===== config.mk =====
export PLATFORM = sky130hd
export DESIGN_NAME = serial_adder_mux_flat
export DESIGN_NICKNAME = d
export VERILOG_FILES = /design/src/rtl/serial_adder_mux_pkg.sv /design/src/rtl/serial_adder_mux_if.sv /design/src/rtl/serial_adder_mux_fa_mux_cell.sv /design/src/rtl/serial_adder_mux.sv /design/src/flat_wrapper.sv
export SDC_FILE = /design/constraint.sdc
export NUM_CORES = 1
export LEC_CHECK = 0
export ABC_AREA = 0
export CORE_ASPECT_RATIO = 1.1
export CORE_MARGIN = 2
export CORE_UTILIZATION = 61
export CTS_CLUSTER_SIZE = 20
export DETAILED_ROUTE_END_ITERATION = 12
export DONT_BUFFER_PORTS = 1
export PLACE_DENSITY = 0.83
export SKIP_CTS_REPAIR_TIMING = 1
export SYNTH_ARGS = -nofsm -noshare
export SYNTH_HDL_FRONTEND = slang
export SYNTH_SLANG_ARGS = --single-unit

===== constraint.sdc =====
create_clock -name clk -period 1.8 [get_ports clk]
set_input_delay 0.36 -clock clk [delete_from_list [all_inputs] [get_ports clk]]
set_output_delay 0.36 -clock clk [all_outputs]
set_load 0.02 [all_outputs]

===== src/rtl/serial_adder_mux_pkg.sv =====
// ============================================================================
// Module  : serial_add_pkg
// Purpose : Shared types and constants for the bit-serial adder/subtractor.
// Rev     : 1.0  initial release
// ============================================================================
`default_nettype none

package serial_add_pkg;

  localparam int MAX_WIDTH = 32;

  typedef enum logic [1:0] {
    ST_IDLE = 2'd0,
    ST_RUN  = 2'd1,
    ST_DONE = 2'd2
  } state_t;

  // Bit-counter width; a 1-bit operand still needs a 1-bit counter
  function automatic int cnt_width(input int w);
    return (w > 1) ? $clog2(w) : 1;
  endfunction

endpackage

`default_nettype wire


===== src/rtl/serial_adder_mux_if.sv =====
// ============================================================================
// Module  : serial_adder_mux_if
// Purpose : Operand/result bundle between a requester and the serial adder.
// Rev     : 1.0  initial release
// ============================================================================
`default_nettype none

interface serial_adder_mux_if #(
  parameter int WIDTH = 8
);

  logic             start;
  logic             sub;
  logic [WIDTH-1:0] a;
  logic [WIDTH-1:0] b;
  logic             cin;
  logic             busy;
  logic             done;
  logic [WIDTH-1:0] sum;
  logic             cout;
  logic             ovf;

  modport master (
    output start, sub, a, b, cin,
    input  busy, done, sum, cout, ovf
  );

  modport slave (
    input  start, sub, a, b, cin,
    output busy, done, sum, cout, ovf
  );

endinterface

`default_nettype wire


===== src/rtl/serial_adder_mux_fa_mux_cell.sv =====
// ============================================================================
// Module  : fa_mux_cell
// Purpose : 1-bit full adder built from two 8:1 truth-table multiplexers.
// Rev     : 1.0  initial release
// ============================================================================
`default_nettype none

module fa_mux_cell (
  input  logic i_a,
  input  logic i_b,
  input  logic i_cin,
  output logic o_sum,
  output logic o_carry
);

  // Bit k of each table is the output for {a,b,cin} == k
  localparam logic [7:0] c_sum_tt   = 8'b1001_0110;
  localparam logic [7:0] c_carry_tt = 8'b1110_1000;

  logic [2:0] w_sel;

  always_comb begin
    w_sel   = {i_a, i_b, i_cin};
    o_sum   = c_sum_tt[w_sel];
    o_carry = c_carry_tt[w_sel];
  end

endmodule

`default_nettype wire


===== src/rtl/serial_adder_mux.sv =====
// ============================================================================
// Module  : serial_adder_mux
// Purpose : Bit-serial add/subtract, LSB first, one mux full-adder cell.
// Rev     : 1.0  initial release
// ============================================================================
`default_nettype none

module serial_adder_mux
  import serial_add_pkg::*;
#(
  parameter int WIDTH = 8
) (
  input  logic              clk,
  input  logic              rst,
  serial_adder_mux_if.slave bus
);

  localparam int CW = cnt_width(WIDTH);

  generate
    if (WIDTH < 1 || WIDTH > MAX_WIDTH) begin : g_bad_width
      $error("serial_adder_mux: WIDTH out of range");
    end
  endgenerate

  state_t           r_state;
  state_t           w_next;
  logic [CW-1:0]    r_cnt;
  logic [WIDTH-1:0] r_opa;
  logic [WIDTH-1:0] r_opb;
  logic [WIDTH-1:0] r_res;
  logic [WIDTH-1:0] w_res_next;
  logic             r_carry;
  logic [WIDTH-1:0] r_sum;
  logic             r_cout;
  logic             r_ovf;
  logic             w_sbit;
  logic             w_cbit;
  logic             w_accept;
  logic             w_last;
  logic             w_busy;
  logic             w_done;

  fa_mux_cell u_cell (
    .i_a     (r_opa[0]),
    .i_b     (r_opb[0]),
    .i_cin   (r_carry),
    .o_sum   (w_sbit),
    .o_carry (w_cbit)
  );

  assign w_accept   = bus.start && (r_state == ST_IDLE || r_state == ST_DONE);
  assign w_last     = (r_state == ST_RUN) && (r_cnt == CW'(WIDTH - 1));
  assign w_res_next = (r_res >> 1) | (WIDTH'(w_sbit) << (WIDTH - 1));

  always_ff @(posedge clk) begin
    if (rst) begin
      r_state <= ST_IDLE;
    end else begin
      r_state <= w_next;
    end
  end

  always_comb begin
    w_next = r_state;
    case (r_state)
      ST_IDLE: if (bus.start) w_next = ST_RUN;
      ST_RUN:  if (w_last)    w_next = ST_DONE;
      ST_DONE: w_next = bus.start ? ST_RUN : ST_IDLE;
      default: w_next = ST_IDLE;
    endcase
  end

  always_comb begin
    w_busy = (r_state == ST_RUN);
    w_done = (r_state == ST_DONE);
  end

  always_ff @(posedge clk) begin
    if (rst) begin
      r_cnt   <= '0;
      r_opa   <= '0;
      r_opb   <= '0;
      r_res   <= '0;
      r_carry <= 1'b0;
      r_sum   <= '0;
      r_cout  <= 1'b0;
      r_ovf   <= 1'b0;
    end else if (w_accept) begin
      // Subtraction is a + ~b + 1, so cin is replaced by the forced 1
      r_opa   <= bus.a;
      r_opb   <= bus.sub ? ~bus.b : bus.b;
      r_carry <= bus.sub | bus.cin;
      r_cnt   <= '0;
      r_res   <= '0;
    end else if (r_state == ST_RUN) begin
      r_opa   <= r_opa >> 1;
      r_opb   <= r_opb >> 1;
      r_carry <= w_cbit;
      r_res   <= w_res_next;
      r_cnt   <= r_cnt + CW'(1);
      if (w_last) begin
        // On the MSB step r_carry is the carry into the MSB
        r_sum  <= w_res_next;
        r_cout <= w_cbit;
        r_ovf  <= r_carry ^ w_cbit;
      end
    end
  end

  assign bus.busy = w_busy;
  assign bus.done = w_done;
  assign bus.sum  = r_sum;
  assign bus.cout = r_cout;
  assign bus.ovf  = r_ovf;

endmodule

`default_nettype wire


===== src/flat_wrapper.sv =====
// flat-port wrapper written by rule: the top's interface ports become plain ports
module serial_adder_mux_flat import serial_add_pkg::*;
#(
  parameter int WIDTH = 8
)
  (clk, rst, bus_start, bus_sub, bus_a, bus_b, bus_cin, bus_busy, bus_done, bus_sum, bus_cout, bus_ovf);
  serial_adder_mux_if #(.WIDTH(WIDTH)) bus_i ();
  input  logic clk;
  input  logic rst;
  input wire logic [$bits(bus_i.start)-1:0] bus_start;
  input wire logic [$bits(bus_i.sub)-1:0] bus_sub;
  input wire logic [$bits(bus_i.a)-1:0] bus_a;
  input wire logic [$bits(bus_i.b)-1:0] bus_b;
  input wire logic [$bits(bus_i.cin)-1:0] bus_cin;
  output wire logic [$bits(bus_i.busy)-1:0] bus_busy;
  output wire logic [$bits(bus_i.done)-1:0] bus_done;
  output wire logic [$bits(bus_i.sum)-1:0] bus_sum;
  output wire logic [$bits(bus_i.cout)-1:0] bus_cout;
  output wire logic [$bits(bus_i.ovf)-1:0] bus_ovf;
  assign bus_i.start = bus_start;
  assign bus_i.sub = bus_sub;
  assign bus_i.a = bus_a;
  assign bus_i.b = bus_b;
  assign bus_i.cin = bus_cin;
  assign bus_busy = bus_i.busy;
  assign bus_done = bus_i.done;
  assign bus_sum = bus_i.sum;
  assign bus_cout = bus_i.cout;
  assign bus_ovf = bus_i.ovf;
  serial_adder_mux #(.WIDTH(WIDTH)) u_core (.clk(clk), .rst(rst), .bus(bus_i));
endmodule

Word-level counts from Yosys, hierarchy flattened. Memories as Yosys holds them, arrays and structs flattened. A register that Yosys moved wholly into a read port is not among the register bits. Index checks and enable logic that the tools add are counted.

$lt $le $gt $ge: 1. Bitwise logic cells: 5. Reduce and logical (&&, ||, !) cells: 8. Eq/ne operators: 5. Muxes and demuxes: 17. Add/subtract/negate cells: 1.

Operators with widths (number): $mux 8 (5); $mux 3 (4); $not 8->8 (1); $or 7x8->8 (1); $pmux 2 s3 (1); $mux 1 (5); $lt 3x4->1 const B (1); $mux 2 (2); $add 3x1->3 const B (1); $eq 3x3->1 const B (1); $reduce_and 3->1 (1); $eq 2x1->1 const B (1); $eq 2x2->1 const B (1); $logic_and 1x1->1 (2); $logic_not 2->1 (1); $ne 2x1->1 const B (1); $ne 2x2->1 const B (1); $reduce_and 2->1 (1); $reduce_bool 2->1 (1); $reduce_or 2->1 (1); $logic_or 1x1->1 (1); $not 1->1 (1); $or 1x1->1 (1); $xor 1x1->1 (1).

Bits in read-only memories: 16. Output and inout bits: 12. Memories kept: 2. Flip-flop bits (word level): 40. Input port bits: 21. Word-level logic and storage cells: 48.

Memories: (name not given) (words 8, bits a word 1, read ports 1, clocked after memory_dff 1, write ports 0, line serial_adder_mux_fa_mux_cell.sv:25) `o_carry = c_carry_tt[w_sel];`; (name not given) (words 8, bits a word 1, read ports 1, clocked after memory_dff 1, write ports 0, line serial_adder_mux_fa_mux_cell.sv:24) `o_sum = c_sum_tt[w_sel];`.

Longest topological paths before layout. Gate-level depths: netlist of the first run.

Word-level depth: 6. Mapped depth: 9.

By module. Synthesis of the first run repeated with hierarchy kept, for this count alone.

Cell total of the unflattened synthesis: 193. Area, all modules: 1649.1 um^2.

Modules (own cells, without submodules): serial_adder_mux (area each 1599.0 um^2, times used 1, cells each 186); fa_mux_cell (area each 50.0 um^2, times used 1, cells each 7).

Worst setup path before layout of the first run. OpenSTA, ideal clock, no wires.

Path type: input to register. From: input bus_start. To: register, netlist name u_core.u_cell.o_sum. Setup time: 0.118 ns. Required time: 1.682 ns. Cell stages on the path: 7. Arrival: 1.521 ns. Slack: 0.161 ns. Cells stage by stage: nor2b_1 buf_2 nor2_4 nand2_1 a31o_2 ha_1 xnor2_1.

RTL lines: from (decl) (line flat_wrapper.sv:10) `input wire logic [$bits(bus_i.start)-1:0] bus_start;`.

==> metrics.md, run 1 <==
| Metric | Value |
|---|---|
| Sequential area share after synthesis | 0.4881 |
| Die W | 54.06 um |
| Final #Nets | 223 |
| Initial Util | 0.6550 |
| Worst slew pin tran | ~0.39 ns |
| Slowest stage cell, crit path | dfxtp_1 |
| CP arrival | 1.96 ns |
| Final setup fails | 0 |
| GRT overflow | 0 |
| GRT Util Overall | 0.2112 |
| Pins Over Slew Limit | 0 |
| Final Hold Viols | 0 |
| Vias per cell | 5.743 |
| Pre-antenna DRT Iters | 5 |
| Cells after Synth | 199 |
| Ports | 33 |
| Simple-gate share of the synthesized area | 0.1778 |
| Pwr per Cell Area | a little under 1000 nW/um^2 |
| Startpoint types | flip-flop |
| Placer Congestion | ~0.70 |
| Routed via count | roughly 1,300 |
| Post-Route WL | ~3100 um |
| Post-Syn Nets | approximately 220 |
| Clk slew on worst S/H paths | about 0.12 ns |
| Setup ws final | 0.1055 ns |
| DR WL/cell | ~14 um |
| Crit-path cells | nand2b_1 > inv_2 > nor2_4 > nand2_1 > a31o_2 > ha_1 > xnor2_1 |
| CTS Buf Count | 5 |
| Largest net degree at the start of global routing | 35 |
| Min cycle time layout | 1.694 ns |
| Core Rows | 19 |
| TritonCTS clock tree | built |
| Class of the worst hold path | input port to flip-flop |
| Post-synth EDFFs | 0 |
| Mean post-synth cell area | 8.450 um^2 |
| P&R area growth vs syn | 5.729% |
| Final ANT Viol Nets | 0 |
| Status | finished, final reports clean |
| Drc violations | 0 |
| Antenna violations before repair | 0 |
| Critical Path End Type | flip-flop |
| Port bufs | 0 |
| Max Root-Sink Buffers | 2 |
| Peak supply drop | 774.5 uV |
| Post-DP HPWL | 2269 um |
| Post-Layout Inst Area | 1778 um^2 |
| Fmax | ~0.59 GHz |
| Later-pin clock latency in the skew report | 0.34 ns |
| Synthesized area | 1682 um^2 |
| Setup Skew | approximately 0.0084 ns |
| Fraction of layout cells with a size suffix above 1 | 0.09548 |
| Post-place setup slack | roughly 0.015 ns |
| WS Path Type | flip-flop to flip-flop |
| Vias in the first global route | 1,188 |
| Post-synth ARST share | 0 |
| Primary FF master, synth | dfxtp_1 |
| Post-synthesis adder-cell area fraction | 0.02976 |
| Worst-path maximum fanout | 12 |
| Die height | between 50 and 60 um |
| Synthesis Warnings | 0 |
| Core box area | about 2600 um^2 |
| Fin crit share | 0.9414 |
| Root buf cell | clkbuf_4 |
| Die area | 3193 um^2 |
| Worst slew margin | 0.7385 |
| Critical Path RT | 2.07 ns |
| P_leak | 0.6512 nW |
| Compound-Gate Fraction of Synth Area | 0.1897 |
| First-pass GRT wire length | 4843 um |
| Combinational family with the most area after synthesis | compound AO/OA/AOI/OAI gates |
| Diode count | 0 |
| MaxCap Viol Count | 0 |
| Mux cell area share after synthesis | 0.005952 |
| H-tree levels | 2 |
| Critical path's largest stage delay | 0.36 ns |
| Count of cell types in the netlist | 27 |
| DRT iter0 DRCs | 51 |
| Xor/xnor cell area share of the yosys netlist | 0.05729 |
| Placed standard-cell area | 1690 um^2 |
| Yosys reg bits | 41 |
| Clock sinks | between 40 and 50 |
[placed cells by master (no fill, tap or decap), types with 2 or more instances in the layout]
cell type  count
a21oi_1       30
a22oi_1       14
a31o_2         2
a31oi_1        4
buf_4          6
clkbuf_4       5
dfxtp_1       41
ha_1           4
inv_1          2
nand2_1       54
nor2_1        10
xnor2_1        3
xor2_1         8
[metrics by stage]
stage	TNS, ns	cells	hold WS, ns	utilization	power [mW]
finish	0	230	0.07257	0.6925	1.762
global route	-0.01157	230	0.03811	0.6925	1.835
CTS	0	230	0.06256	0.6915	1.767
detailed placement	0	222	0.4337	0.6584	1.171
global placement	0	222	0.4318	0.6584	1.158
floorplan	0	199	0.4321	-	1.147
[cell type report]
type	count	area [um^2]
multi-input cells	141	777.0
well taps	31	38.79
fillers	218	789.5
repair buffers	6	45.04
clock buffers	7	55.05
inverters	3	11.26
flip-flops and latches	41	820.8
clock inverters	1	30.03
[path summary, 6_finish.rpt]
check                                  from                        endpoint  slack, ns  depth (start not counted)
max reg2reg  u_core.r_state[1]$_SDFFE_PP0P_     u_core.u_cell.o_sum$_DFF_P_       0.11                          7
min                                     rst  u_core.bus.sum[6]$_SDFFE_PP0P_       0.07                          1
min reg2reg    u_core.r_opb[6]$_SDFFE_PP0N_    u_core.r_opb[6]$_SDFFE_PP0N_       0.46                          2
max          u_core.r_state[1]$_SDFFE_PP0P_     u_core.u_cell.o_sum$_DFF_P_       0.11                          7
[cells in the mapped netlist (all sizes together), types with 2 or more instances]
library cell | n | area share
dfxtp | 41 | 0.49
a31oi | 4 | 0.015
clkbuf | 5 | 0.011
xnor2 | 3 | 0.016
a21oi | 30 | 0.089
inv | 3 | 0.0067
a31o | 2 | 0.010
ha | 4 | 0.030
xor2 | 8 | 0.042
buf | 9 | 0.033
nand2 | 54 | 0.12
a22oi | 14 | 0.062
nor2 | 11 | 0.029
nor2b | 2 | 0.0074
[state kept, by name, summed over array words and instances (netlist names), 2 cells and up]
register,cells
u_core.r_opa,8
u_core.r_state,2
u_core.r_opb,8
u_core.r_res,7
u_core.r_cnt,3
u_core.bus.sum,8
[report_power, final]
group          internal [mW]  switching, mW
sequential             0.950         0.0238
combinational         0.0778          0.101
clock                  0.332          0.278
total                   1.36          0.403
[critical path, delay by kind of cell (launching register included)]
kind                       cells  cell delay [ns]
adders and majority gates      1             0.31
and+or+nand+nor                3             0.40
buffers and inverters          1             0.12
xor gates and xnor gates       1             0.17
DFF                            1             0.36
AOI/OAI and AO/OA              1             0.26
[cell families (layout without fill, tap and decap cells)]
group | Yosys count | count (layout)
simple gates | 72 | 72
compound gates | 53 | 53
xor+xnor | 11 | 11
flops | 41 | 41
buf+inv | 17 | 17
fa+ha+maj | 4 | 4
mux | 1 | 1
[metal layers]
layer,global-route usage,vias to the layer above,share of wire
met4,0.08929,0,0.014
li1,-,667,-
met3,0.05808,7,0.059
met1,0.2395,602,0.41
met5,0,-,0
met2,0.3659,45,0.52
Note: power is estimated with default switching activity, not from simulation.
==> inputs of run 2 (changes only) <==
- CORE_MARGIN: 2 -> 4
==> metrics.md, run 2 (synthesis gave the netlist of run 1 again) <==
| Metric | Value |
|---|---|
| Status | finished, final reports clean |
| GRT overflow | 0 |
| Setup ws final | around 0.094 ns |
| Fmax | 0.5862 GHz |
| Diode count | 0 |
| Worst-path maximum fanout | 13 |
| Pre-antenna DRT Iters | 4 |
| GRT Util Overall | 0.1790 |
| Final ANT Viol Nets | 0 |
| Most common cell after layout, fill and taps aside | nand2_1 |
| Root buf cell | clkbuf_4 |
| WS Path Type | flip-flop to primary output |
| MaxCap Viol Count | 0 |
| Fin crit share | 0.9477 |
| WHS | 0.06214 ns |
| CP delay by family, top | buffers and inverters |
| Initial Util | 0.6550 |
| Post-DP HPWL | between 2000 and 2500 um |
| Final setup fails | 0 |
| Core Rows | 19 |
| DRT iter0 DRCs | 55 |
| Slowest stage cell, crit path | dfxtp_1 |
| Post-Layout Inst Area | 1749 um^2 |
| P&R area growth vs syn | 4.018% |
| Max Root-Sink Buffers | 2 |
| Die height | about 63 um |
| Peak supply drop | 817.1 uV |
| Most frequent cells in the layout | nand2_1, dfxtp_1, a21oi_1, a22oi_1, nor2_1 |
| TritonCTS clock tree | built |
| Net Sw Frac | 0.2587 |
| Core box area | between 2000 and 3000 um^2 |
| Crit-path cells | nand2b_1 > inv_2 > buf_4 |
| Post-Route WL | a little over 3000 um |
| Critical path's largest stage delay | ~0.42 ns |
| R2r setup slk | 0.13 ns |
| Largest net degree at the start of global routing | 35 |
| Placed standard-cell area | between 1500 and 2000 um^2 |
| Fraction of layout cells with a size suffix above 1 | 0.1055 |
| Critical Path End Type | primary output |
| Comb power frac | 0.111 |
| Pins Over Slew Limit | 0 |
| Vias in the first global route | 1,220 |
| Worst slew pin tran | 0.4000 ns |
| Port bufs | 0 |
| Setup TNS | 0 ns |
| RSZ-0062 raised after global routing | true |
| Antenna violations before repair | 0 |
| Setup Skew | approximately 0.013 ns |
| Startpoint types | flip-flop |
| Pwr per Cell Area | 905.8 nW/um^2 |
| Die area | 3662 um^2 |
| Clk slew on worst S/H paths | 0.12 ns |
| P_leak | 0.6374 nW |
| Class of the worst hold path | input port to flip-flop |
| Critical Path RT | 1.44 ns |
| Pint | 1.175 mW |
| Final Hold Viols | 0 |
| Die W | 58.06 um |
| H-tree levels | 2 |
| Number of buffers and inverters on the critical path | 2 |
| First-pass GRT wire length | around 5100 um |
| Net switching power | just over 400 uW |
| Sequential share of power | 0.614 |
| Placer Congestion | between 0.7 and 0.8 |
| CTS Buf Count | 5 |
| Worst slew margin | 0.7328 |
| Vias per cell | 5.752 |
| CP arrival | 1.35 ns |
| Clock sinks | a little over 40 |
| Post-place setup slack | 0.02209 ns |
| Final #Nets | 223 |
| Post-layout util | 0.6813 |
| Filler cells | approximately 220 |
| Later-pin clock latency in the skew report | 0.35 ns |
| Routed via count | roughly 1,300 |
| Min cycle time layout | between 1.5 and 2 ns |
| Clock group share of total power | 0.275 |
| DR WL/cell | between 10 and 15 um |
| Ports | 33 |
| Drc violations | 0 |
## run 2: cell count changes in the layout (fill, tap and decap cells not counted)
cell        before  now
clkbuf_8         1    0
and2_2           0    1
clkinv_2         0    2
clkinvlp_4       0    1
bufinv_16        1    0
clkbuf_1         1    0
and2_1           1    0
## run 2: worst paths after layout
check,start,end,cells after the start
max reg2reg,u_core.r_state[1]$_SDFFE_PP0P_,u_core.u_cell.o_sum$_DFF_P_,7
max,u_core.r_state[0]$_SDFFE_PP0P_,bus_busy,3
min,rst,u_core.r_opa[3]$_SDFFE_PP0N_,1
min reg2reg,u_core.r_res[1]$_SDFFE_PP0P_,u_core.bus.sum[0]$_SDFFE_PP0P_,2
## run 2: stage by stage
step                      cells  power (mW)
final                       230       1.584
after global routing        230       1.664
after CTS                   230       1.600
after detailed placement    222       1.169
after global placement      222       1.159
after floorplan             199       1.147
## run 2: area by class of cell
class / count / area (um^2) / share of cell area
clock buffers: 5 / 37.54 / 0.02146
clock inverters: 3 / 17.52 / 0.01001
inverters: 3 / 11.26 / 0.006438
multi-input cells: 141 / 778.2 / 0.4449
flip-flops and latches: 41 / 820.8 / 0.4692
well taps: 31 / 38.79 / 0.02217
repair buffers: 6 / 45.04 / 0.02575
## run 2: per-layer routing
metal | share of wire | wire length, um | GRT usage | up-vias
met3 | 0.075 | 229 | 0.07551 | 8
li1 | - | - | - | 665
met4 | 0.019 | 59 | 0.07826 | 0
met5 | 0 | 0 | 0 | -
met2 | 0.50 | 1527 | 0.3023 | 50
met1 | 0.41 | 1257 | 0.1910 | 600
## run 2: worst reg2reg max path, delay by kind of cell (launching register included)
family | cells | cell delay, ns
AO/OA/AOI/OAI | 1 | 0.26
buffers and inverters | 1 | 0.12
AND/OR/NAND/NOR | 3 | 0.41
XOR/XNOR | 1 | 0.13
flip-flops | 1 | 0.36
adder cells (fa/ha/maj) | 1 | 0.30
## run 2: power by group through the flow
stage	sequential, mW	clock [mW]	combinational [mW]
5_1_grt	0.978	0.486	0.199
6_report	0.973	0.436	0.176
4_1_cts	0.972	0.452	0.176
2_1_floorplan	0.988	0	0.160
3_3_place_gp	0.992	0	0.167
3_5_place_dp	0.993	0	0.176
==> inputs of run 3 (changes only) <==
- CORE_ASPECT_RATIO: 1.1 -> unset
==> metrics.md, run 3 (synthesis gave the netlist of run 1 again) <==
| Metric | Value |
|---|---|
| Status | finished, final reports clean |
| Pwr per Cell Area | 909.3 nW/um^2 |
| Filler cells | 226 |
| Antenna violations before repair | 0 |
| Overall power | 1.578 mW |
| Max Root-Sink Buffers | 2 |
| Vias per cell | 5.741 |
| CTS Buf Count | 5 |
| Number of buffers and inverters on the critical path | 2 |
| MaxCap Viol Count | 0 |
| First-pass GRT wire length | 5727 um |
| WS Path Type | flip-flop to flip-flop |
| Core Rows | 18 |
| Setup TNS | 0 ns |
| Drc violations | 0 |
| P&R area growth vs syn | 3.199% |
| Routed via count | 1,309 |
| Crit-path cells | nand2b_1 > inv_2 > buf_4 > and2_1 > nor2_1 > a211oi_1 |
| P_leak | 0.6327 nW |
| Most common cell after layout, fill and taps aside | nand2_1 |
| Die W | 60.51 um |
| Worst slew margin | 0.7142 |
| TritonCTS clock tree | built |
| Critical Path RT | just over 2 ns |
| Slowest stage cell, crit path | dfxtp_1 |
| Final #Nets | 222 |
| Fraction of layout cells with a size suffix above 1 | 0.09091 |
| Worst slew pin tran | 0.4278 ns |
| Setup ws final | 0.1588 ns |
| CP delay by family, top | simple AND/OR/NAND/NOR gates |
| Peak supply drop | 770.1 uV |
| GRT Util Overall | 0.2117 |
| Die height | between 60 and 70 um |
| Clock sinks | around 40 |
| Largest net degree at the start of global routing | 35 |
| Initial Util | 0.6608 |
| Later-pin clock latency in the skew report | 0.34 ns |
| Critical Path End Type | flip-flop |
| DR WL/cell | 14.60 um |
| Core box area | about 2500 um^2 |
| Critical path's largest stage delay | 0.43 ns |
| Ports | 33 |
| Post-Layout Inst Area | 1735 um^2 |
| Startpoint types | flip-flop |
| Post-Route WL | between 3000 and 4000 um |
| H-tree levels | 2 |
| Vias in the first global route | 1,319 |
| Clk slew on worst S/H paths | 0.11 ns |
| Pins Over Slew Limit | 0 |
| Diode count | 0 |
| DRT iter0 DRCs | 29 |
| Root buf cell | clkbuf_4 |
| Min cycle time layout | 1.641 ns |
| Pre-antenna DRT Iters | 4 |
| GRT overflow | 0 |
| Class of the worst hold path | input port to flip-flop |
| Worst-path maximum fanout | 17 |
| Placed standard-cell area | between 1500 and 2000 um^2 |
| Fmax | 0.6093 GHz |
| Post-DP HPWL | 2370 um |
| CP arrival | between 1.5 and 2 ns |
| Most frequent cells in the layout | nand2_1, dfxtp_1, a21oi_1, a22oi_1, nor2_1 |
| Placer Congestion | 0.7704 |
| Die area | 3661 um^2 |
| Final Hold Viols | 0 |
| Post-place setup slack | about 0.058 ns |
| Port bufs | 0 |
| Setup Skew | 0.005172 ns |
| Final ANT Viol Nets | 0 |
| Final setup fails | 0 |
| RSZ-0062 raised after global routing | false |
| Fin crit share | 0.9118 |
## run 3: per-stage QoR
stage	util	std cells	hold WS, ns
after floorplan	-	199	0.4321
after global placement	0.6608	220	0.4331
after detailed placement	0.6608	220	0.4345
after CTS	0.6809	228	0.05371
after global routing	0.6819	228	0.03813
final	0.6819	228	0.06903
## run 3: path summary, 6_finish.rpt
path,from,endpoint,slack [ns],cells after the start
min,rst,u_core.r_opb[0]$_SDFFE_PP0N_,0.07,1
max,u_core.r_state[0]$_SDFFE_PP0P_,u_core.bus.ovf$_SDFFE_PP0P_,0.16,6
max reg2reg,u_core.r_state[0]$_SDFFE_PP0P_,u_core.bus.ovf$_SDFFE_PP0P_,0.16,6
min reg2reg,u_core.r_opa[1]$_SDFFE_PP0N_,u_core.r_opa[1]$_SDFFE_PP0N_,0.46,2
## run 3: cell type report
class                      instances  area [um^2]  area share
multi-input combinational        141        777.0      0.4477
sequential                        41        820.8      0.4730
inverter                           3        11.26    0.006489
clock inverter                     2        10.01    0.005768
timing repair buffer               5        37.54     0.02163
clock buffer                       6        41.29     0.02379
tap                               30        37.54     0.02163
## run 3: layer usage
layer | track usage | wire length (um)
met1 | 0.2418 | 1363
met2 | 0.3519 | 1615
met3 | 0.09149 | 281
met4 | 0.08050 | 68
met5 | 0 | 0
## run 3: power breakdown
group	total, mW	internal, mW	switching [mW]
registers	0.976	0.950	0.0263
clock network	0.425	0.149	0.276
logic	0.177	0.0761	0.101
